[src/rtl/commit_ctrl.sv]
// Reorder-buffer retirement controller: sequences register write-back,
// store release and mispredict flush for the head ROB entry.
module commit_ctrl #(
  parameter int unsigned DATA_W = 32,
  parameter int unsigned ADDR_W = 32,
  parameter int unsigned ROB_W  = 4,
  parameter int unsigned REG_W  = 5,
  parameter int unsigned TYPE_W = 2
) (
  input  logic              clk_in,
  input  logic              rst_in,
  input  logic              rdy_in,
  input  logic              transmit_from_rob,
  input  logic [ROB_W-1:0]  rob_pos_from_rob,
  input  logic [REG_W-1:0]  regfile_pos_from_rob,
  input  logic [DATA_W-1:0] data_from_rob,
  input  logic [ADDR_W-1:0] jump_addr_from_rob,
  input  logic [TYPE_W-1:0] type_from_rob,
  input  logic              jump_from_rob,
  output logic              rdy_to_rob,
  output logic              we_to_regfile,
  output logic [REG_W-1:0]  waddr_to_regfile,
  output logic [DATA_W-1:0] wdata_to_regfile,
  output logic [ROB_W-1:0]  rob_pos_to_regfile,
  output logic              store_commit_to_slbuffer,
  output logic [ROB_W-1:0]  rob_pos_to_slbuffer,
  input  logic              store_done_from_slbuffer,
  output logic              flush_out,
  output logic [ADDR_W-1:0] pc_to_fetch,
  output logic [31:0]       retired_count,
  output logic [15:0]       flush_count
);

  localparam logic [1:0] ST_IDLE       = 2'd0;
  localparam logic [1:0] ST_SKIP       = 2'd1;
  localparam logic [1:0] ST_STORE_WAIT = 2'd2;
  localparam logic [1:0] ST_FLUSH      = 2'd3;

  localparam logic [TYPE_W-1:0] TY_ALU   = TYPE_W'(0);
  localparam logic [TYPE_W-1:0] TY_JUMP  = TYPE_W'(1);
  localparam logic [TYPE_W-1:0] TY_STORE = TYPE_W'(2);
  localparam logic [TYPE_W-1:0] TY_LOAD  = TYPE_W'(3);

  logic [1:0]        state_q, state_d;
  logic              rdy_q, rdy_d;
  logic              we_q, we_d;
  logic [REG_W-1:0]  waddr_q, waddr_d;
  logic [DATA_W-1:0] wdata_q, wdata_d;
  logic [ROB_W-1:0]  rf_pos_q, rf_pos_d;
  logic              st_commit_q, st_commit_d;
  logic [ROB_W-1:0]  sl_pos_q, sl_pos_d;
  logic              flush_q, flush_d;
  logic [ADDR_W-1:0] pc_q, pc_d;
  logic [31:0]       ret_cnt_q, ret_cnt_d;
  logic [15:0]       fl_cnt_q, fl_cnt_d;
  logic              reg_write_c;

  assign reg_write_c = (regfile_pos_from_rob != REG_W'(0));

  // Next-state and registered-output computation; pulses default low, data holds.
  always_comb begin
    state_d     = state_q;
    rdy_d       = 1'b0;
    we_d        = 1'b0;
    waddr_d     = waddr_q;
    wdata_d     = wdata_q;
    rf_pos_d    = rf_pos_q;
    st_commit_d = 1'b0;
    sl_pos_d    = sl_pos_q;
    flush_d     = 1'b0;
    pc_d        = pc_q;
    ret_cnt_d   = ret_cnt_q;
    fl_cnt_d    = fl_cnt_q;
    if (rdy_in) begin
      case (state_q)
        ST_IDLE: begin
          if (transmit_from_rob) begin
            if (type_from_rob == TY_STORE) begin
              st_commit_d = 1'b1;
              sl_pos_d    = rob_pos_from_rob;
              state_d     = ST_STORE_WAIT;
            end else begin
              // ALU, LOAD and JUMP (link value) all write back
              if (reg_write_c) begin
                we_d     = 1'b1;
                waddr_d  = regfile_pos_from_rob;
                wdata_d  = data_from_rob;
                rf_pos_d = rob_pos_from_rob;
              end
              rdy_d     = 1'b1;
              ret_cnt_d = ret_cnt_q + 32'd1;
              state_d   = ST_SKIP;
              if ((type_from_rob == TY_JUMP) && jump_from_rob) begin
                flush_d  = 1'b1;
                pc_d     = jump_addr_from_rob;
                fl_cnt_d = fl_cnt_q + 16'd1;
                state_d  = ST_FLUSH;
              end
            end
          end
        end
        ST_STORE_WAIT: begin
          if (store_done_from_slbuffer) begin
            rdy_d     = 1'b1;
            ret_cnt_d = ret_cnt_q + 32'd1;
            state_d   = ST_SKIP;
          end
        end
        ST_SKIP:  state_d = ST_IDLE;
        ST_FLUSH: state_d = ST_IDLE;
        default:  state_d = ST_IDLE;
      endcase
    end
  end

  // State and output registers with synchronous reset.
  always_ff @(posedge clk_in) begin
    if (rst_in) begin
      state_q     <= ST_IDLE;
      rdy_q       <= 1'b0;
      we_q        <= 1'b0;
      waddr_q     <= '0;
      wdata_q     <= '0;
      rf_pos_q    <= '0;
      st_commit_q <= 1'b0;
      sl_pos_q    <= '0;
      flush_q     <= 1'b0;
      pc_q        <= '0;
      ret_cnt_q   <= '0;
      fl_cnt_q    <= '0;
    end else begin
      state_q     <= state_d;
      rdy_q       <= rdy_d;
      we_q        <= we_d;
      waddr_q     <= waddr_d;
      wdata_q     <= wdata_d;
      rf_pos_q    <= rf_pos_d;
      st_commit_q <= st_commit_d;
      sl_pos_q    <= sl_pos_d;
      flush_q     <= flush_d;
      pc_q        <= pc_d;
      ret_cnt_q   <= ret_cnt_d;
      fl_cnt_q    <= fl_cnt_d;
    end
  end

  assign rdy_to_rob               = rdy_q;
  assign we_to_regfile            = we_q;
  assign waddr_to_regfile         = waddr_q;
  assign wdata_to_regfile         = wdata_q;
  assign rob_pos_to_regfile       = rf_pos_q;
  assign store_commit_to_slbuffer = st_commit_q;
  assign rob_pos_to_slbuffer      = sl_pos_q;
  assign flush_out                = flush_q;
  assign pc_to_fetch              = pc_q;
  assign retired_count            = ret_cnt_q;
  assign flush_count              = fl_cnt_q;

  // The TY_ALU / TY_LOAD codes share the write-back path above.
  logic unused_types_c;
  assign unused_types_c = (TY_ALU == TY_LOAD);

endmodule
[config.mk]
export PLATFORM = sky130hd
export DESIGN_NAME = commit_ctrl
export DESIGN_NICKNAME = d
export VERILOG_FILES = /design/src/rtl/commit_ctrl.sv
export SDC_FILE = /design/constraint.sdc
export NUM_CORES = 1
export LEC_CHECK = 0
export ABC_AREA = 1
export BUFFER_PORTS_ARGS = -buffer_cell sky130_fd_sc_hd__buf_2
export CORE_ASPECT_RATIO = 1.5
export CORE_MARGIN = 2
export CORE_UTILIZATION = 44
export DETAILED_ROUTE_END_ITERATION = 8
export GPL_TIMING_DRIVEN = 0
export PLACE_DENSITY = 0.72
export SLEW_MARGIN = 5
export SYNTH_ARGS = -nofsm -noshare
export SYNTH_HDL_FRONTEND = slang
export SYNTH_SLANG_ARGS = --single-unit
[constraint.sdc]
create_clock -name clk_in -period 1.5 [get_ports clk_in]
set_input_delay 0.075 -clock clk_in [delete_from_list [all_inputs] [get_ports clk_in]]
set_output_delay 0.075 -clock clk_in [all_outputs]
set_load 0.02 [all_outputs]
==> reports/results.tsv <==
metric	value	unit
Avg Cell Area, Syn	7.030	µm²
clock-pin slew on the worst setup and hold paths	0.06	ns
CTS Buffer Depth	2	
Hold Vio Cnt, Final	0	
outcome	finished, final reports clean	
Congestion Overflow GR	0	
arrival time worst endpoint	1.73	ns
vias in the first global route	5933	
flops & latches, synth	131	
min-delay src	type_from_rob[1]	
Final setup viols	0	
synthesized netlist cell count	781	
Worst-Margin Slew	0.6517	ns
crit share post-route	0.9765	
H-tree depth reported by CTS	4	
Root Buffer	clkbuf_16	
worst skew pair latency	0.41	ns
routability congestion estimate	0.8610	
Worst Skew	0.01218	ns
largest net degree at the start of global routing	17	
DR pass1 iterations	5	
I/O Pins	210	
PwrDens	1056	mW/mm²
RSZ-0062 raised after global routing	true	
Die Height	140.8	µm
Worst setup EP type	flop	
fin nets	1180	
pre-CTS WS	-0.1332	ns
Slew headroom	0.5656	
kind of critical path	reg2reg	
vias	6246	
number of synthesis warnings	0	
Tot Pwr	9.014	mW
Total Wirelength	18480	µm
Final ANT Viol Nets	0	
core box area	0.01232	mm²
CTS tree	yes	
CP required	1.76	ns
layout cell share with drive strength beyond 1	0.3246	
dpl hpwl	12020	µm
first-pass GRT wire length	28110	µm
clock sink count	131	
Lkg Pwr	3.948	nW
Setup crit start	retired_count[1]$_SDFFE_PP0P_	
initial antenna violation count	1	
min-delay worst type	in2reg	
Final Cell Area	0.008539	mm²
Seq/Total Area, Yosys	0.4777	
# port buffers	208	
Net Count, Synth	864	
Residual DRC	0	
Die X	95.21	µm
pins over their slew limit	0	
Rows	50	
Finished Layout Cells	1266	
Max Cap Viol	0	
TritonCTS Buffers	17	
worst vdd ir	0.7892	mV
Tot GR Track Use	0.2668	
Via density	4.934	
Crit Path Max Fanout	7	
PnR worst setup slack	0.03520	ns
Area after DPL	0.006736	mm²
Placed Cells	1145	
Initial Util	0.4455	
fin crit period	1.465	ns
WL per Instance	14.60	µm
area grow syn2layout	55.54	%
FMAX	0.6827	GHz
RR Startpoint	retired_count[1]$_SDFFE_PP0P_	
Worst Setup Start Kind	flop	
die area	0.01341	mm²
First DRT Iteration DRCs	333	
post-synthesis cell area	0.005490	mm²
post-synth cell types	30	
## cells in the final DEF, fill, tap and decap left out, types with 5 or more instances in the layout
cell             n
nand4_1          9
xor2_1           6
nor2_1         215
nand3_1         30
buf_2          213
o21ai_1         30
dfxtp_1        106
o21ai_2          7
buf_4           17
o21ai_0         56
inv_1           58
nor3_1           5
buf_6            7
dlygate4sd3_1   75
nand2_1        116
nor2_2          13
nand2_2          8
nand2_4          5
nor2_4          13
dfxtp_4          6
dfxtp_2         19
clkbuf_16       17
a21oi_1         23
clkbuf_1        11
nand3_2          5
## synth_stat cells
cell	n	area (µm²)
nor2_1	232	870.8
dfxtp_1	131	2623
nand2_1	125	469.2
o21ai_0	86	430.4
inv_1	60	225.2
nand3_1	36	180.2
a21oi_1	23	115.1
clkbuf_1	12	45.04
buf_2	9	45.04
nand4_1	9	56.30
nor3_1	7	35.03
o21ai_1	7	35.03
xor2_1	6	52.55
buf_6	5	56.30
nor2_2	5	31.28
buf_4	4	30.03
nand2_2	4	25.02
and3_1	3	18.77
nor2_4	3	33.78
xnor2_1	3	26.28
ha_1	2	25.02
buf_1	1	3.750
clkbuf_2	1	5.000
inv_2	1	3.750
nand3_2	1	10.01
nand3b_1	1	7.510
nor3_2	1	10.01
nor3b_1	1	7.510
o21bai_1	1	7.510
or2_2	1	6.260
## kinds of logic after synthesis
kind of cell,share of synthesized area
fa+ha+maj,0.004557
simple gates,0.3209
buf+inv,0.07543
compound gates,0.1071
flops,0.4777
xor+xnor,0.01436
## metrics by stage
stage / hold slack, ns / util / setup TNS, ns
4_1_cts: 0.003703 / 0.6684 / 0
6_report: 0.01740 / 0.6929 / 0
2_1_floorplan: 0.2099 / - / 0
3_5_place_dp: 0.3017 / 0.5466 / -2.745
5_1_grt: 0.03100 / 0.6929 / -0.9762
3_3_place_gp: 0.2956 / 0.5466 / -1.659
## worst max-delay path, cell delays in order (launching register included)
cell     delay (ns)
dfxtp_4        0.37
ha_4           0.14
nand3_4        0.09
nor2_4         0.15
nand3_2        0.11
nor2_4         0.24
xnor2_1        0.15
nor2_1         0.06
## layout make-up
class | count | area, µm²
sequential | 131 | 2669
timing repair buffer | 296 | 1889
buffer | 32 | 210.2
fill | 1006 | 3785
tap | 156 | 195.2
inverter | 61 | 231.5
multi-input combinational | 558 | 2718
antenna | 1 | 2.502
clock inverter | 12 | 181.4
clock buffer | 19 | 442.9
## layer usage
metal / share of wire / track usage / vias to the layer above
met5: 0 / 0 / -
met4: 0.046 / 0.1365 / 0
met3: 0.061 / 0.06093 / 67
met2: 0.53 / 0.4763 / 224
met1: 0.37 / 0.2865 / 2838
li1: - / - / 3117
## registers in the layout, summed over array words and instances (netlist names), 2 cells and up
| signal | flops |
|---|---|
| rob_pos_to_slbuffer | 4 |
| retired_count | 32 |
| waddr_to_regfile | 5 |
| flush_count | 16 |
| wdata_to_regfile | 32 |
| rob_pos_to_regfile | 4 |
| state_q | 2 |
| pc_to_fetch | 32 |
## repair_timing
action / CTS / global route
resized for setup: 30 / 108
gates cloned: 0 / 3
hold buffers: 75 / 0
setup endpoints to repair: 48 / 94
setup buffers: 3 / 8
hold endpoints to repair: 86 / 0
pin swaps: 4 / 18
## worst paths after layout
check                                                           end  slack, ns  depth (start not counted)
worst max-delay path                 retired_count[12]$_SDFFE_PP0P_       0.04                          7
worst min-delay path                           flush_out$_SDFF_PP0_       0.02                          4
worst max register to register       retired_count[12]$_SDFFE_PP0P_       0.04                          7
worst min register to register  rob_pos_to_slbuffer[1]$_SDFFE_PP0P_       0.44                          2
## power breakdown
part	internal, mW	switching (mW)
logic	0.436	0.552
clock network	2.82	1.56
registers	3.58	0.0600
total	6.84	2.17
No activity file was read; power rests on OpenSTA's default activity.
